==> src/rtl/core_fifo_gray_ptr.sv <==
// rtl/core_fifo_gray_ptr.sv - FIFO pointer with Gray export, occupancy level and status flags
// Optional macro COREFIFO_GRAY_PIPE_EN registers the decoded remote pointer before the level subtraction.
module core_fifo_gray_ptr #(
    parameter int ADDRWIDTH    = 3,
    parameter int WR_SIDE      = 1,
    parameter int AFULL_THRESH = 6
) (
    input  logic                 clk,
    input  logic                 reset_n,
    input  logic                 inc,
    input  logic [ADDRWIDTH:0]   remote_gray,
    output logic [ADDRWIDTH:0]   ptr_gray,
    output logic [ADDRWIDTH-1:0] addr,
    output logic [ADDRWIDTH:0]   level,
    output logic                 full,
    output logic                 empty,
    output logic                 afull,
    output logic                 err
);

    localparam int PW = ADDRWIDTH + 1;
    localparam logic [ADDRWIDTH:0] DEPTH     = {1'b1, {ADDRWIDTH{1'b0}}};
    localparam logic [ADDRWIDTH:0] AFULL_LVL = PW'(AFULL_THRESH);

    logic [ADDRWIDTH:0]   ptr_bin_q, ptr_bin_d;
    logic [ADDRWIDTH:0]   ptr_gray_q, ptr_gray_d;
    logic [ADDRWIDTH-1:0] addr_q, addr_d;
    logic [ADDRWIDTH:0]   level_q, level_d;
    logic                 full_q, full_d;
    logic                 empty_q, empty_d;
    logic                 afull_q, afull_d;
    logic                 err_q, err_d;
    logic [ADDRWIDTH:0]   remote_bin_c;
    logic [ADDRWIDTH:0]   remote_bin;
    logic                 blocked;
    logic                 accept;

    // Each binary bit is the XOR of all Gray bits at or above its position.
    always_comb begin
        remote_bin_c = '0;
        for (int i = 0; i <= ADDRWIDTH; i++) begin
            remote_bin_c[i] = ^(remote_gray >> i);
        end
    end

`ifdef COREFIFO_GRAY_PIPE_EN
    logic [ADDRWIDTH:0] remote_bin_q, remote_bin_d;

    always_comb begin
        remote_bin_d = remote_bin_c;
    end

    always_ff @(posedge clk or negedge reset_n) begin
        if (!reset_n) begin
            remote_bin_q <= '0;
        end else begin
            remote_bin_q <= remote_bin_d;
        end
    end

    assign remote_bin = remote_bin_q;
`else
    assign remote_bin = remote_bin_c;
`endif

    always_comb begin
        blocked    = (WR_SIDE != 0) ? full_q : empty_q;
        accept     = inc & ~blocked;
        err_d      = inc & blocked;
        ptr_bin_d  = ptr_bin_q + {{ADDRWIDTH{1'b0}}, accept};
        ptr_gray_d = ptr_bin_d ^ (ptr_bin_d >> 1);
        addr_d     = ptr_bin_d[ADDRWIDTH-1:0];
        // Flags come from the next-state pointer so a local accept shows up on the same edge.
        if (WR_SIDE != 0) begin
            level_d = ptr_bin_d - remote_bin;
        end else begin
            level_d = remote_bin - ptr_bin_d;
        end
        full_d  = (level_d == DEPTH);
        empty_d = (level_d == '0);
        afull_d = (level_d >= AFULL_LVL);
    end

    always_ff @(posedge clk or negedge reset_n) begin
        if (!reset_n) begin
            ptr_bin_q  <= '0;
            ptr_gray_q <= '0;
            addr_q     <= '0;
            level_q    <= '0;
            full_q     <= 1'b0;
            empty_q    <= 1'b1;
            afull_q    <= 1'b0;
            err_q      <= 1'b0;
        end else begin
            ptr_bin_q  <= ptr_bin_d;
            ptr_gray_q <= ptr_gray_d;
            addr_q     <= addr_d;
            level_q    <= level_d;
            full_q     <= full_d;
            empty_q    <= empty_d;
            afull_q    <= afull_d;
            err_q      <= err_d;
        end
    end

    assign ptr_gray = ptr_gray_q;
    assign addr     = addr_q;
    assign level    = level_q;
    assign full     = full_q;
    assign empty    = empty_q;
    assign afull    = afull_q;
    assign err      = err_q;

endmodule
==> config.mk <==
export PLATFORM = sky130hd
export DESIGN_NAME = core_fifo_gray_ptr
export DESIGN_NICKNAME = d
export VERILOG_FILES = /design/src/rtl/core_fifo_gray_ptr.sv
export SDC_FILE = /design/constraint.sdc
export NUM_CORES = 1
export LEC_CHECK = 0
export BUFFER_PORTS_ARGS = -buffer_cell sky130_fd_sc_hd__buf_4
export CORE_UTILIZATION = 48
export CTS_CLUSTER_SIZE = 8
export DETAILED_ROUTE_END_ITERATION = 8
export MAX_ROUTING_LAYER = met4
export PLACE_DENSITY = 0.76
export SLEW_MARGIN = 25
export SYNTH_ARGS = -nofsm -noshare
export SYNTH_HDL_FRONTEND = slang
export SYNTH_SLANG_ARGS = --single-unit
==> constraint.sdc <==
create_clock -name clk -period 2.4 [get_ports clk]
set_clock_uncertainty 0.05 [all_clocks]
set_input_delay 0.48 -clock clk [delete_from_list [all_inputs] [get_ports clk]]
set_output_delay 0.48 -clock clk [all_outputs]
set_load 0.05 [all_outputs]
Word-level counts from Yosys, hierarchy flattened
Index checks and enable logic that the tools add are counted. Widths: inputs -> output; s select.

Logic and storage cells: 21. Flip-flop bits (word level): 19. Input port bits: 7.

Equality and inequality tests: 1. Bitwise operators: 4. Reductions and logical operators: 5. Magnitude comparators: 1. $add $sub $neg: 2.

Operator list (number): $reduce_xor 4->1 (4); $add 4x1->4 (1); $eq 4x4->1 const B (1); $ge 4x3->1 const B (1); $logic_not 4->1 (1); $sub 4x4->4 (1); $xor 4x3->4 (1); $and 1x1->1 (2); $not 1->1 (1).

Logic depth before layout (Yosys ltp)
Gate-level depths: netlist of run 1.

Depth in word-level cells: 5. Depth in mapped cells: 10.

Worst setup path before layout of run 1
Ideal clock, no wire load.

Path kind: flip-flop to flip-flop. From: reg full_q, in the netlist full. To: reg afull_q, in the netlist afull. Period minus slack after synthesis: 2522 ps. Arrival time: 2353 ps. Stages on the path, launching flop included: 11. Path slack: -122 ps. Cell sequence: dfrtp_1 -> nor2b_1 -> ha_1 -> ha_1 -> inv_1 -> xnor2_1 -> ha_1 -> a211oi_1 -> a21oi_1 -> xnor2_2 -> a21o_2.

Word-level cells in the longest chain between the ends: 5.

Ends and longest elaborated chain: start, declared (line 29) `logic full_q, full_d;`; start signal, assigned (line 99) `full_q <= full_d;`; $not 1->1 (line 68) `accept = inc & ~blocked;`; $and 1x1->1 (line 68); $add 4x1->4 (line 70) `ptr_bin_d = ptr_bin_q + {{ADDRWIDTH{1'b0}}, accept};`; via ptr_bin_d[1] (line 25) `logic [ADDRWIDTH:0] ptr_bin_q, ptr_bin_d;`; $sub 4x4->4 (line 75) `level_d = ptr_bin_d - remote_bin;`; via level_d[2] (line 28) `logic [ADDRWIDTH:0] level_q, level_d;`; $ge 4x3->1 (line 81) `afull_d = (level_d >= AFULL_LVL);`; via afull_d (line 31) `logic afull_q, afull_d;`; end signal, assigned (line 101) `afull_q <= afull_d;`; end, declared (line 31).

The timed path passes the listed nets, and every way through them passes these cells.

Worst setup path in the final report of run 1
From: in remote_gray[3]. To: reg full_q, in the netlist full.

Word-level cells in the longest chain between the ends: 3.

Ends and longest elaborated chain: start, declared (line 11) `input logic [ADDRWIDTH:0] remote_gray,`; $reduce_xor 4->1 (line 42) `remote_bin_c[i] = ^(remote_gray >> i);`; $sub 4x4->4 * (line 75); via level_d[3] (line 28); $eq 4x4->1 * (line 79) `full_d = (level_d == DEPTH);`; via full_d (line 29).

Mark *: on every way through the listed nets, which the timed path passes. The rest lies on a longest branch.

==> impl_metrics.csv, run 1 <==
group,metric,value,unit
placed_design,postPlaceCellArea,953,um2
timing,tightest_slew,0.380,ns
floorplan,core_area,1330,um2
placed_design,dp_hpwl,938,um
synthesis,synthDistinctLibCells,20,
critical_path,critPathBufInv,1,
timing,fmax,455,MHz
clock_network,clk_latency,0.27,ns
critical_path,timing.rr.end,"full",
clock_network,cts_tree,"yes",
clock_network,ctsRootBufferMaster,"clkbuf_4",
clock_network,post_cts_buffers,0,
run,max_cap_viol_count,0,
drt,avgRoutedWirePerCell,11.4,um
timing,relSlewSlack,0.746,
grt,grt_pass1_vias,407,
timing,final.setup.tns,0,ns
synthesis,synth_area_leader_cell,"dfrtp_1",
drt,vias_per_cell,4.67,
critical_path,required,2.53,ns
critical_path,path_cells,"buf_4 -> xor2_2 -> xnor2_1 -> xnor2_1 -> ha_1 -> nor2b_1 -> maj3_2 -> a21oi_2 -> xnor2_2 -> nor4b_4",
critical_path,reg2reg_setup_slack,0.21,ns
critical_path,crit_top_cell,"xnor2_1",
floorplan,start_util,0.524,
timing,fin_hold_ws,0.377,ns
critical_path,worstSetupEndpointType,"flop",
timing,setup-violations-final,0,
critical_path,regToRegStartpoint,"full",
synthesis,yosysTopAreaCellShare,0.501,
synthesis,avgSynthCellArea,13.7,um2
floorplan,fp.dieH,40.2,um
clock_network,clk_pin_slew_worst_paths,0.08,ns
grt,grt_pass1_wl,1.79,mm
critical_path,worst_setup_path_start_kind,"input pin",
synthesis,syn_inst,51,
cells_and_area,drive_gt1_frac,0.540,
synthesis,synthTopCellsByArea,"dfrtp_1 (50%), xnor2_1 (8.8%), ha_1 (7.2%), xnor2_2 (4.7%), dfstp_2 (3.8%)",
cells_and_area,syn_to_final_growth,41.7,%
drt,drcViolationCount,0,
floorplan,dieArea,1610,um2
clock_network,cts_buffers,3,
drt,vias,476,
floorplan,die_w,40.2,um
critical_path,worst-path-max-fanout,4,
status,status,"finished, final reports clean",
grt,grt_max_degree,16,
grt,overflow,0,
timing,finalMaxSlewViolations,0,
hold_path,holdPathStages,2,
floorplan,rows,13,
critical_path,path_class,"in -> reg",
critical_path,r2r_cells,9,
placed_design,portBuffers,21,
clock_network,htreeDepth,1,
synthesis,syn_nets,62,
clock_network,cts_sinks,15,
floorplan,pin_count,22,
drt,antenna_left,0,
critical_path,arrival,2.32,ns
synthesis,synth-seq-cells,15,
synthesis,ys_seq_area_frac,0.538,
cells_and_area,design_area,991,um2
cells_and_area,num_antenna_cells,0,
clock_network,cts_buffer_depth,2,
timing,finalHoldViolations,0,
critical_path,crit_family,"XOR/XNOR gates",
hold_path,whs_endpoint,"err",
hold_path,worstHoldStart,"inc",
drt,drtPass1Iterations,3,
cells_and_area,nets,99,
clock_network,cts_resized,0,
synthesis,syn-cell-area,699,um2
synthesis,yosys_warnings,0,
timing,post-route-period-util,0.916,
cells_and_area,num-fill-cells,100,
timing,final.min_clock_period,2.20,ns
placed_design,gp_congestion,0.744,
timing,rsz0062_at_grt,"false",
grt,antenna_found_initial,0,
drt,wl,1.17,mm
critical_path,cp_slowest_cell,"maj3_2",
critical_path,critPathMaxStageDelay,0.31,ns
drt,drtIter0Drc,7,
grt,grt_usage,0.187,
hold_path,worstHoldPathType,"in -> reg",
## stage by stage
step                setup slack [ns]  utilization  cells
floorplan                    0.00507            -     51
global placement             -0.0606        0.715     97
detailed placement           -0.0876        0.715     97
CTS                            0.186        0.743    102
global route                  0.0514        0.743    102
finish                         0.202        0.743    102
## worst reg2reg max path, cell delays in order (launching register included)
cell and delay [ns]:
dfrtp_2 0.41, nor2b_1 0.12, ha_1 0.18, ha_1 0.25, buf_4 0.15, nor2b_1 0.13, maj3_2 0.22, a21oi_2 0.05
xnor2_2 0.28, nor4b_4 0.25
## worst max path at each step
| stage | cells past startpoint | from | slack (ns) | to |
|---|---|---|---|---|
| finish | 10 | remote_gray[3] | 0.20 | full |
| detailed placement | 10 | remote_gray[3] | -0.09 | full |
| CTS | 9 | full | 0.19 | full |
| global placement | 10 | remote_gray[3] | -0.06 | full |
| global route | 10 | full | 0.05 | afull |
| floorplan | 10 | inc | 0.005 | afull |
## state kept, by name, indices dropped and copies added (netlist names)
name	count
afull	1
full	1
ptr_bin_q	2
addr	2
level	4
empty	1
err	1
ptr_gray	3
## timing repair
item	CTS	global route
hold buffers	1	0
setup endpoints to repair	0	0
hold endpoints to repair	14	0
## cell type report
| type | instances | area (um2) | area share |
|---|---|---|---|
| Sequential cell | 15 | 379 | 0.383 |
| Tap cell | 15 | 18.8 | 0.0189 |
| Timing Repair Buffer | 32 | 243 | 0.245 |
| Multi-Input combinational cell | 30 | 300 | 0.303 |
| Inverter | 6 | 22.5 | 0.0227 |
| Clock inverter | 1 | 5.00 | 0.00505 |
| Clock buffer | 3 | 22.5 | 0.0227 |
## cells in the mapped netlist
cell type and number:
xor2_2 1, mux2_2 1, xnor2_1 7, and2_1 1, a21oi_1 1, a21oi_2 1, inv_1 6, nand2_1 1
a211oi_1 1, nor4b_4 1, maj3_2 1, dfrtp_1 14, a21o_2 1, ha_1 4, nor2b_1 3, dfstp_2 1
xor2_1 2, nor4_2 1, nand3_1 1, xnor2_2 2
## cell families (layout without fill, tap and decap cells)
logic type,Yosys count,after routing,share of synthesized area
AOI/OAI and AO/OA,4,4,0.0429
xor gates and xnor gates,12,12,0.182
adders and majority gates,5,5,0.0877
buffers and inverters,6,42,0.0322
DFF,15,15,0.538
muxes,1,1,0.0161
and+or+nand+nor,8,8,0.100
## cell usage in the layout, fill, tap and decap left out, types with 2 or more instances in the layout
cell type | synthesis | layout
ha_1 | 4 | 4
xnor2_2 | 2 | 2
dfrtp_2 | 0 | 2
nor2b_1 | 3 | 3
xor2_1 | 2 | 2
inv_1 | 6 | 6
buf_4 | 0 | 31
clkbuf_4 | 0 | 3
dfrtp_1 | 14 | 12
xnor2_1 | 7 | 7
## metal layers
| metal | wire (um) | GRT usage | part of all wire | vias to the layer above |
|---|---|---|---|---|
| met3 | 53 | 0.0500 | 0.045 | 2 |
| met5 | 0 | - | 0 | - |
| met2 | 561 | 0.274 | 0.48 | 14 |
| li1 | - | - | - | 236 |
| met4 | 19 | 0.100 | 0.016 | 0 |
| met1 | 530 | 0.234 | 0.45 | 224 |
Power of run 1 is not shown: default switching activity piles up to over one toggle a cycle in this logic, so the estimate is an artifact.
==> run 2: changes to the inputs <==
--- a/config.mk
+++ b/config.mk
@@ -6,11 +6,13 @@
 export NUM_CORES = 1
 export LEC_CHECK = 0
 export BUFFER_PORTS_ARGS = -buffer_cell sky130_fd_sc_hd__buf_4
-export CORE_UTILIZATION = 48
+export CELL_PAD_IN_SITES_DETAIL_PLACEMENT = 2
+export CELL_PAD_IN_SITES_GLOBAL_PLACEMENT = 2
+export CORE_UTILIZATION = 31
 export CTS_CLUSTER_SIZE = 8
 export DETAILED_ROUTE_END_ITERATION = 8
 export MAX_ROUTING_LAYER = met4
-export PLACE_DENSITY = 0.76
+export PLACE_DENSITY_LB_ADDON = 0.1
 export SLEW_MARGIN = 25
 export SYNTH_ARGS = -nofsm -noshare
 export SYNTH_HDL_FRONTEND = slang
==> run 2 against run 1 <==
Sequential share of layout area unchanged; maximum frequency down 0.62%; final area unchanged.
==> impl_metrics.csv, run 2 (synthesis results as in run 1) <==
group,metric,value,unit
critical_path,path_class,"reg -> reg",
cells_and_area,num_antenna_cells,0,
drt,top_layer_used,"met3",
cells_and_area,seq_area,379,um2
clock_network,clk_pin_slew_worst_paths,0.08,ns
cells_and_area,drive_gt1_frac,0.529,
timing,tightest_slew,0.345,ns
timing,relSlewSlack,0.769,
cells_and_area,syn_to_final_growth,41.7,%
drt,wl_met1,608,um
clock_network,ctsRootBufferMaster,"clkbuf_4",
floorplan,dieArea,2450,um2
drt,drcViolationCount,0,
placed_design,postPlaceCellArea,953,um2
hold_path,worstHoldPathType,"in -> reg",
floorplan,fp.dieH,49.5,um
floorplan,pin_count,22,
placed_design,gp_congestion,0.734,
timing,finalMaxSlewViolations,0,
timing,post-route-period-util,0.922,
timing,final.min_clock_period,2.21,ns
grt,antenna_found_initial,0,
clock_network,cts_resized,0,
run,max_cap_viol_count,0,
placed_design,dp_hpwl,1.15,mm
grt,grt_usage,0.138,
drt,antenna_left,0,
critical_path,worst_setup_path_start_kind,"flop",
timing,fmax,452,MHz
floorplan,core_area,2040,um2
drt,vias,477,
cells_and_area,layout_common_cells,"buf_4 (29), dfrtp_1 (12), xnor2_1 (7), inv_1 (6), ha_1 (4)",
drt,met3_length,84,um
critical_path,worst-path-max-fanout,4,
status,status,"finished, final reports clean",
timing,finalHoldViolations,0,
placed_design,portBuffers,21,
clock_network,cts_buffer_depth,2,
critical_path,arrival,2.34,ns
timing,setup-violations-final,0,
cells_and_area,final_common_cell,"buf_4",
critical_path,required,2.52,ns
grt,overflow,0,
cells_and_area,num-fill-cells,225,
drt,drtIter0Drc,0,
floorplan,start_util,0.343,
grt,grt_pass1_vias,530,
cells_and_area,multiInputGateArea,300,um2
drt,avgRoutedWirePerCell,12.3,um
drt,wl,1.37,mm
clock_network,cts_buffers,3,
drt,drtPass1Iterations,1,
drt,wl_met2,682,um
clock_network,clk_latency,0.28,ns
drt,vias_per_cell,4.26,
floorplan,rows,16,
cells_and_area,nets,97,
grt,grt_pass1_wl,2.32,mm
clock_network,htreeDepth,1,
clock_network,cts_tree,"yes",
critical_path,worstSetupEndpointType,"flop",
timing,rsz0062_at_grt,"false",
cells_and_area,largest_reg_flops,4,
clock_network,cts_sinks,15,
floorplan,die_w,49.5,um
grt,grt_max_degree,16,
cells_and_area,design_area,991,um2
[run 2: changes by cell type in the layout (fill, tap and decap cells not counted), sizes merged]
| cell | delta |
|---|---|
| buf | -2 |
[run 2: cell type report]
cell class,count,area share
multi-input combinational,30,0.303
inverter,6,0.0227
timing repair buffer,30,0.230
clock buffer,3,0.0227
tap,27,0.0341
sequential,15,0.383
clock inverter,1,0.00505
[run 2: worst paths after layout]
path / from / to / slack [ns] / depth (start not counted)
worst max-delay path: full / afull / 0.19 / 10
worst min-delay path: inc / err / 0.37 / 2
worst max register to register: full / afull / 0.19 / 10
worst min register to register: full / err / 0.47 / 1
max in group asynchronous: reset_n / empty / 1.53 / 2
min in group asynchronous: reset_n / addr[1] / 0.53 / 2
[run 2: worst max-delay path, stage by stage, from the launching register on]
cell and delay (ns):
dfrtp_2 0.42, nor2b_1 0.11, ha_1 0.18, ha_1 0.26
inv_1 0.10, xnor2_1 0.08, ha_1 0.21, a211oi_1 0.17
a21oi_1 0.10, xnor2_2 0.19, a21o_2 0.24
[run 2: timing repair]
| action | CTS | global route |
|---|---|---|
| setup buffers | 0 | 0 |
| endpoints found under the hold margin | 14 | 0 |
| hold buffers | 1 | 0 |
[run 2: metal layers]
metal | up-vias | GRT usage
met5 | - | -
met2 | 14 | 0.212
met3 | 0 | 0.0556
met1 | 233 | 0.160
li1 | 230 | -
met4 | 0 | 0.0571
[run 2: per-stage QoR]
stage	cells	setup slack (ns)	hold slack [ns]	TNS, ns	util
2_1_floorplan	51	0.00507	0.134	0	-
3_3_place_gp	107	-0.110	0.291	-0.178	0.467
3_5_place_dp	107	-0.118	0.295	-0.251	0.467
4_1_cts	112	0.153	0.362	0	0.485
5_1_grt	112	0.0372	0.372	0	0.485
6_report	112	0.188	0.371	0	0.485
Power of run 2 is left out for the same reason.
